--- src/rtl/ppu_requant_pkg.sv ---
// Shared constants and types for the post-processing requantizer.
// Holds the default geometry, mode encodings, per-mode saturation limits
// and the FSM state type used by ppu_requant.
package ppu_requant_pkg;

  localparam int DEF_VL     = 4;
  localparam int DEF_AD     = 8;
  localparam int DEF_ACC_W  = 16;
  localparam int DEF_OUT_W  = 8;
  localparam int DEF_M      = 4;
  localparam int DEF_N      = 16;
  localparam int DEF_N_TILE = (DEF_M / DEF_VL) * (DEF_N / DEF_AD);

  localparam logic [1:0] MODE_INT8     = 2'd0;
  localparam logic [1:0] MODE_INT4     = 2'd1;
  localparam logic [1:0] MODE_INT4_VSQ = 2'd2;

  localparam logic [7:0] QMAX_INT8 = 8'd127;
  localparam logic [7:0] QMAX_INT4 = 8'd7;

  typedef enum logic [2:0] {
    S_IDLE,
    S_MAX_WAIT,
    S_MAX_CAP,
    S_CALC_WAIT,
    S_CALC_CAP
  } state_e;

  // Positive saturation limit of the output lane for a given mode.
  // The unused encoding behaves like INT8.
  function automatic logic [7:0] qmax_of(input logic [1:0] mode);
    return (mode == MODE_INT4 || mode == MODE_INT4_VSQ) ? QMAX_INT4 : QMAX_INT8;
  endfunction

endpackage

--- src/rtl/ppu_shift_calc.sv ---
// Combinational shift selection: the smallest right shift that brings the
// matrix-wide max magnitude down to the mode's saturation limit.
module ppu_shift_calc
  import ppu_requant_pkg::*;
#(
  parameter int ACC_W = DEF_ACC_W,
  parameter int SW    = $clog2(DEF_ACC_W)
) (
  input  logic [ACC_W-1:0] max_val,
  input  logic [7:0]       qmax,
  output logic [SW-1:0]    shift
);

  // Scan from the widest shift down so the smallest fitting shift wins.
  always_comb begin
    shift = SW'(ACC_W - 1);
    for (int s = ACC_W - 1; s >= 0; s--) begin
      if ((max_val >> s) <= ACC_W'(qmax)) begin
        shift = SW'(s);
      end
    end
  end

endmodule

--- src/rtl/ppu_requant.sv ---
// Post-processing unit fed by the matrix-multiply controller.
// INT8/INT4 run a max pass (track max |acc|) then a calc pass (requantize
// and write); INT4_VSQ runs only the calc pass with a fixed shift.
// Optional feature macro: PPU_RELU_EN clamps negative calc results to 0.
//
// state       | meaning
// ------------+------------------------------------------------------
// S_IDLE      | no matrix in flight, waiting for the first start
// S_MAX_WAIT  | max pass, between tiles
// S_MAX_CAP   | max pass, capturing AD columns of a tile
// S_CALC_WAIT | calc pass, between tiles (first start latches shift)
// S_CALC_CAP  | calc pass, capturing AD columns and writing them out
module ppu_requant
  import ppu_requant_pkg::*;
#(
  parameter int VL        = DEF_VL,
  parameter int AD        = DEF_AD,
  parameter int ACC_W     = DEF_ACC_W,
  parameter int OUT_W     = DEF_OUT_W,
  parameter int N_TILE    = DEF_N_TILE,
  parameter int VSQ_SHIFT = 0
) (
  input  logic                  i_clk,
  input  logic                  i_rst_n,
  input  logic                  i_start,
  input  logic [1:0]            i_mode,
  input  logic [ACC_W*VL-1:0]   i_acc_data,
  output logic                  o_out_we,
  output logic [15:0]           o_out_addr,
  output logic [OUT_W*VL-1:0]   o_out_data,
  output logic                  o_done,
  output logic                  o_err
);

  localparam int SW = $clog2(ACC_W);
  localparam int TW = (N_TILE > 1) ? $clog2(N_TILE) : 1;
  localparam int CW = (AD > 1) ? $clog2(AD) : 1;

  state_e          state_q, state_d;
  logic [1:0]      mode_q, mode_d;
  logic [SW-1:0]   shift_q, shift_d, calc_shift;
  logic [TW-1:0]   tile_q, tile_d;
  logic [CW-1:0]   col_q, col_d;
  logic            guard_q, guard_d;
  logic            err_set, max_clr, begin_matrix;
  logic            last_col, last_tile;
  logic [ACC_W-1:0] max_q, max_nxt;

  // Stage 1: raw column plus the context it must be requantized with.
  logic                s1_max, s1_calc, s1_last;
  logic [ACC_W*VL-1:0] s1_data;
  logic [15:0]         s1_addr;
  logic [SW-1:0]       s1_shift;
  logic [7:0]          s1_qmax;

  logic [VL-1:0][ACC_W-1:0] lane_abs;
  logic [VL-1:0][OUT_W-1:0] lane_q;

  assign last_col  = (col_q == CW'(AD - 1));
  assign last_tile = (tile_q == TW'(N_TILE - 1));

  ppu_shift_calc #(.ACC_W(ACC_W), .SW(SW)) u_shift_calc (
    .max_val (max_q),
    .qmax    (qmax_of(mode_q)),
    .shift   (calc_shift)
  );

  // Next-state, counters and protocol error detection.
  always_comb begin
    state_d      = state_q;
    mode_d       = mode_q;
    shift_d      = shift_q;
    tile_d       = tile_q;
    col_d        = col_q;
    guard_d      = 1'b0;
    err_set      = 1'b0;
    max_clr      = 1'b0;
    begin_matrix = 1'b0;
    case (state_q)
      S_IDLE: begin
        if (i_start) begin_matrix = 1'b1;
      end
      S_MAX_WAIT: begin
        if (i_start) begin
          state_d = S_MAX_CAP;
          col_d   = '0;
        end
      end
      S_CALC_WAIT: begin
        // guard_q marks the cycle right after the last max column: max_r
        // is not final yet, so a start there is a protocol error.
        if (i_start) begin
          if (guard_q) begin
            err_set = 1'b1;
          end else begin
            state_d = S_CALC_CAP;
            col_d   = '0;
            if (tile_q == '0) shift_d = calc_shift;
          end
        end
      end
      S_MAX_CAP: begin
        col_d = col_q + CW'(1);
        if (last_col) begin
          col_d = '0;
          if (last_tile) begin
            tile_d  = '0;
            state_d = S_CALC_WAIT;
            guard_d = 1'b1;
            if (i_start) err_set = 1'b1;
          end else begin
            tile_d  = tile_q + TW'(1);
            state_d = i_start ? S_MAX_CAP : S_MAX_WAIT;
          end
        end else if (i_start) begin
          err_set = 1'b1;
        end
      end
      S_CALC_CAP: begin
        col_d = col_q + CW'(1);
        if (last_col) begin
          col_d = '0;
          if (last_tile) begin
            tile_d  = '0;
            max_clr = 1'b1;
            state_d = S_IDLE;
            if (i_start) begin_matrix = 1'b1;
          end else begin
            tile_d  = tile_q + TW'(1);
            state_d = i_start ? S_CALC_CAP : S_CALC_WAIT;
          end
        end else if (i_start) begin
          err_set = 1'b1;
        end
      end
      default: state_d = S_IDLE;
    endcase
    if (begin_matrix) begin
      mode_d = i_mode;
      col_d  = '0;
      tile_d = '0;
      if (i_mode == MODE_INT4_VSQ) begin
        shift_d = SW'(VSQ_SHIFT);
        state_d = S_CALC_CAP;
      end else begin
        state_d = S_MAX_CAP;
      end
    end
  end

  // Control state registers.
  always_ff @(posedge i_clk or negedge i_rst_n) begin
    if (!i_rst_n) begin
      state_q <= S_IDLE;
      mode_q  <= MODE_INT8;
      shift_q <= '0;
      tile_q  <= '0;
      col_q   <= '0;
      guard_q <= 1'b0;
    end else begin
      state_q <= state_d;
      mode_q  <= mode_d;
      shift_q <= shift_d;
      tile_q  <= tile_d;
      col_q   <= col_d;
      guard_q <= guard_d;
    end
  end

  // Stage 1 capture; shift and limit travel with the data so a new matrix
  // can start on the last column of the previous one.
  always_ff @(posedge i_clk or negedge i_rst_n) begin
    if (!i_rst_n) begin
      s1_max   <= 1'b0;
      s1_calc  <= 1'b0;
      s1_last  <= 1'b0;
      s1_data  <= '0;
      s1_addr  <= '0;
      s1_shift <= '0;
      s1_qmax  <= '0;
    end else begin
      s1_max   <= (state_q == S_MAX_CAP);
      s1_calc  <= (state_q == S_CALC_CAP);
      s1_last  <= last_tile && last_col;
      s1_data  <= i_acc_data;
      s1_addr  <= 16'(tile_q) * 16'(AD) + 16'(col_q);
      s1_shift <= shift_q;
      s1_qmax  <= qmax_of(mode_q);
    end
  end

  for (genvar g = 0; g < VL; g++) begin : g_lane
    logic signed [ACC_W-1:0] acc;
    logic signed [ACC_W:0]   rnd, sum, shr, qpos, qneg;
    logic [OUT_W-1:0]        q;

    assign acc = s1_data[g*ACC_W +: ACC_W];

    // Saturating magnitude: the most negative value maps to the max positive.
    assign lane_abs[g] = (acc == {1'b1, {(ACC_W-1){1'b0}}}) ? {1'b0, {(ACC_W-1){1'b1}}} :
                         (acc[ACC_W-1] ? ACC_W'(-acc) : ACC_W'(acc));

    // Round half up, arithmetic shift, clamp to the mode's signed range.
    always_comb begin
      rnd  = (s1_shift == '0) ? '0 : ((ACC_W+1)'(1) << (s1_shift - SW'(1)));
      sum  = {acc[ACC_W-1], acc} + rnd;
      shr  = sum >>> s1_shift;
      qpos = (ACC_W+1)'(s1_qmax);
      qneg = ~qpos;
      if (shr > qpos)      q = qpos[OUT_W-1:0];
      else if (shr < qneg) q = qneg[OUT_W-1:0];
      else                 q = shr[OUT_W-1:0];
`ifdef PPU_RELU_EN
      if (q[OUT_W-1]) q = '0;
`endif
    end

    assign lane_q[g] = q;
  end

  // Running max across all lanes of the captured column.
  always_comb begin
    max_nxt = max_q;
    for (int g = 0; g < VL; g++) begin
      if (lane_abs[g] > max_nxt) max_nxt = lane_abs[g];
    end
  end

  // Matrix-wide max register, cleared once the calc pass has consumed it.
  always_ff @(posedge i_clk or negedge i_rst_n) begin
    if (!i_rst_n)     max_q <= '0;
    else if (max_clr) max_q <= '0;
    else if (s1_max)  max_q <= max_nxt;
  end

  // Output stage: one write per calc column, done on the final one.
  always_ff @(posedge i_clk or negedge i_rst_n) begin
    if (!i_rst_n) begin
      o_out_we   <= 1'b0;
      o_out_addr <= '0;
      o_out_data <= '0;
      o_done     <= 1'b0;
      o_err      <= 1'b0;
    end else begin
      o_out_we   <= s1_calc;
      o_out_addr <= s1_calc ? s1_addr : '0;
      o_out_data <= s1_calc ? lane_q : '0;
      o_done     <= s1_calc && s1_last;
      o_err      <= o_err | err_set;
    end
  end

endmodule

--- config.mk ---
export PLATFORM = sky130hd
export DESIGN_NAME = ppu_requant
export DESIGN_NICKNAME = d
export VERILOG_FILES = /design/src/rtl/ppu_requant_pkg.sv /design/src/rtl/ppu_shift_calc.sv /design/src/rtl/ppu_requant.sv
export SDC_FILE = /design/constraint.sdc
export NUM_CORES = 1
export LEC_CHECK = 0
export BUFFER_PORTS_ARGS = -buffer_cell sky130_fd_sc_hd__buf_2
export CORE_UTILIZATION = 55
export DETAILED_ROUTE_END_ITERATION = 8
export GPL_ROUTABILITY_DRIVEN = 0
export PLACE_DENSITY = 0.74
export SYNTH_ARGS = -nofsm -noshare
export SYNTH_HDL_FRONTEND = slang
export SYNTH_SLANG_ARGS = --single-unit
--- constraint.sdc ---
create_clock -name i_clk -period 23.4 [get_ports i_clk]
set_input_delay 1.17 -clock i_clk [delete_from_list [all_inputs] [get_ports i_clk]]
set_output_delay 1.17 -clock i_clk [all_outputs]
set_load 0.02 [all_outputs]
==> flow_results.org <==
** Critical path
- Kind of end point of the critical path :: register
- Setup Crit Path Kind :: reg2reg
- The critical path ends at max_q[0].
- Required time of the critical path :: 23.79 ns
- Launching instance or port of the critical path :: s1_data[1]
- The worst register-to-register path ends at max_q[0].
- In this run the worst path has a maximum fanout of 32.
- Data on the critical path arrives at its endpoint at 11.79 ns.
- Critical Path Slowest Stage Cell :: a21oi_2
- Flop-to-flop setup slack :: 12.00 ns
- STA classifies the critical path startpoint as a register.
- Crit-path max cell delay :: slightly above 0.8 ns
- Length in cells of the worst reg-to-reg path :: 48
- R2r startpoint :: s1_data[1]

** Drt
- In this run, the number of DRC markers left after iteration 0 of detailed routing was approximately 2,100.
- Post-DR vias/cell :: 6.66
- The detail route stage leaves a number of antenna-violating nets equal to 0.
- After detailed routing, the average wire length per cell comes to 20.3 µm.
- Post-route DRC violation count :: 0
- The final route contains 17,800 vias.
- Total wirelength of the detailed-routed design :: ~54 mm
- 1st-pass router iterations :: 6

** Clock tree
- After clock tree synthesis, the repair step resized 0 gates.
- The H-tree was split into 4 levels.
- CTS tree :: done
- Counting along the longest clock path gives a buffer depth of 2.
- Buffers inserted during clock tree synthesis total 17.
- After clock tree synthesis, the flow added hold-fix buffers numbering 0.
- Sinks on the clock net :: 146
- Clock root buffer :: clkbuf_16
- At the later pin of the worst-skew pair, clock insertion delay measures around 0.46 ns.
- Clock transition at the registers of the reported paths :: approximately 0.07 ns
- Setup bufs post-CTS :: 0

** Timing
- Final critical path time including I/O delays and setup :: around 11 ns
- Worst hold slack across all endpoints :: 0.385 ns
- F_max :: 87.7 MHz
- The final-report hold violation count came to 0.
- Setup repair after global routing left no endpoint under its margin.
- Of the available clock period, the critical path in the final layout requires 48.7%.
- Setup violations remaining at the end of the flow were counted as 0.
- Worst-Margin Slew :: 1.14 ns
- Measured against its own limit, the worst slew margin works out to 23.9%.
- After routing, the total negative slack on setup checks comes to 0 ns.
- Setup Skew :: 0.0132 ns
- The final max-slew violation count was 0.

** Yosys
- Post-synthesis mux area share :: 6.14%
- Share of synthesized flip-flops with an asynchronous set or reset :: 100%
- Mapped Cells :: 2,215
- Number of unique standard cell types used by synthesis :: 98
- The share of the Yosys chip area taken by registers is 20.9%.
- Area of the mapped netlist :: 0.0175 mm²
- After Yosys synthesis, full adders, half adders and majority gates account for between 10% and 20% of the synthesized area.
- After Yosys synthesis, XOR and XNOR cells account for roughly 5.2% of the synthesized area.
- Top FF cell, synth :: dfrtp_1
- Combinational family with the most area after synthesis :: compound AO/OA/AOI/OAI gates
- Compound-Gate Fraction of Synth Area :: 28.1%
- Total of warnings raised by yosys :: 0
- The average instance in the mapped netlist occupies approximately 7.9 µm².
- Counting flops with a built-in enable in the synthesized netlist gives 0.
- Simple-gate share of the synthesized area :: 19.3%
- Number of synthesized register bits :: 146

** Cells and area
- With fillers left out, the area of the finished cells amounts to 0.0188 mm².
- The area growth from synthesis to layout is 7.40%.
- Share of layout cells above drive strength 1 :: 10.3%
- Net count, final :: roughly 2,500
- 0 antenna diodes ended up in the layout.

** Global routing
- Global routing used 33.2% of the available tracks across all layers.
- Summed over all layers, the global routing overflow is 0.
- Global-route wire length before repair :: slightly below 90 mm
- Initial antenna violation count :: 0
- Via count of the first global-routing pass :: 16,700
- Largest net degree at the start of global routing :: 75

** Placement
- Input and output buffers added on the ports amount to 107.
- After legalization and detailed placement, the total HPWL measured 41.7 mm.
- In this run the cell area measured after placement is 0.0182 mm².

** Flow run
- Max-cap viol count :: 0

** Floorplan
- Initial cell density of the core :: between 50% and 60%
- Die height :: between 150 and 200 µm
- The floorplan step defined a die boundary enclosing ~0.033 mm².
- Total I/O pin count :: 120
- In this run the horizontal extent of the chip is 180 µm.
- The core region is 0.0309 mm².
- Number of placement rows :: 64

** Power
- The analysis attributes to cell leakage a power of roughly 9 nW.
- Worst supply voltage drop on vdd :: ~91 µV
- In this run the power density over the cells is 143 mW/mm².

** Outcome
- Outcome :: completed

** Min path
- The tightest min-delay check is of the reg2reg type.
-- through the flow --
stage | utilization [%] | cells | power [mW] | setup slack [ns]
finish | 60.8 | 2667 | 2.68 | 12.00
global route | 60.8 | 2667 | 2.90 | 11.31
CTS | 60.8 | 2667 | 2.62 | 12.24
detailed placement | 58.9 | 2635 | 2.33 | 12.34
global placement | 58.9 | 2635 | 2.27 | 12.76
floorplan | - | 2230 | 1.86 | 12.86
-- Yosys cell counts (all sizes together), types with 39 or more instances --
cell type  instances  share of area, %
o21ai            136               3.9
a21o              69               3.0
a211oi            39               1.7
nand2            237               5.1
xnor2             52               2.7
mux2i             63               3.6
a31oi             43               1.6
xor2              51               2.6
nand3             45               1.3
nor3              54               1.5
a21oi            186               5.3
ha               207                15
clkbuf            66               1.4
inv              103               2.2
dfrtp            146                21
buf               46               1.4
nor2             198               4.3
-- critical path, delay by kind of cell (launching register included) --
| kind | cells | cell delay [ns] |
|---|---|---|
| flops | 1 | 0.44 |
| fa+ha+maj | 5 | 1.22 |
| buf+inv | 3 | 0.53 |
| mux | 1 | 0.36 |
| simple gates | 14 | 3.15 |
| compound gates | 25 | 5.63 |
-- where the power goes --
part           total (mW)  switching, mW  internal (mW)
logic                2.04           1.26          0.783
clock network       0.279          0.126          0.153
registers           0.360         0.0594          0.301
-- routing by layer --
layer / track usage (%) / part of all wire [%]
met1: 45.0 / 43
met2: 52.8 / 45
met3: 4.81 / 8.1
met4: 14.1 / 3.6
met5: 0 / 0
-- how the worst min path moves through the flow --
stage                     from           to  slack (ns)  cells past startpoint
finish              shift_q[3]  s1_shift[3]        0.39                      0
global route        shift_q[3]  s1_shift[3]        0.39                      0
CTS                 shift_q[3]  s1_shift[3]        0.38                      0
detailed placement  shift_q[0]  s1_shift[0]        0.36                      0
global placement    shift_q[3]  s1_shift[3]        0.37                      0
floorplan              s1_calc     o_out_we        0.35                      0
-- cells by family after synthesis --
logic type	after synthesis
AOI/OAI and AO/OA	732
other	2
adders and majority gates	211
muxes	92
buffers and inverters	215
DFF	146
and+or+nand+nor	714
xor gates and xnor gates	103
-- layout make-up --
type                       instances  area [µm²]
tap                              396         495
clock inverter                    14         145
sequential                       146        3660
clock buffer                      18         439
timing repair buffer             121         647
fill                            2818       12100
inverter                         103         387
multi-input combinational       1869       13000
-- cell usage in the layout (no fill, tap or decap), types with 18 or more instances in the layout --
cell type  netlist  routed
nand2_1        237     237
ha_1           207     207
nor2_1         198     198
a21oi_1        185     185
dfrtp_1        146     143
o21ai_0        129     128
buf_2           15     106
inv_1          102     101
a21o_1          68      68
mux2i_1         63      63
nor3_1          54      54
xor2_1          51      51
xnor2_1         50      50
nand3_1         43      43
a31oi_1         41      40
a211oi_1        37      37
o21a_1          30      30
o211ai_1        28      28
nand4_1         27      27
nand2b_1        23      23
or3_1           22      22
nor2b_1         20      20
o31ai_1         19      19
and2_1          19      19
o22ai_1         18      18
-- registers in the layout, summed over array words and instances, names as in the netlist --
| register | count |
|---|---|
| s1_data | 64 |
| o_out_data | 32 |
| max_q | 16 |
| o_out_addr | 4 |
| s1_addr | 4 |
| s1_shift | 4 |
| shift_q | 4 |
| col_q | 3 |
| state_q | 3 |
| mode_q | 2 |
| s1_qmax | 2 |
| guard_q | 1 |
| last_tile | 1 |
| o_done | 1 |
| o_err | 1 |
| o_out_we | 1 |
| s1_calc | 1 |
| s1_last | 1 |
| s1_max | 1 |
Power figures use the tool's default switching activity.
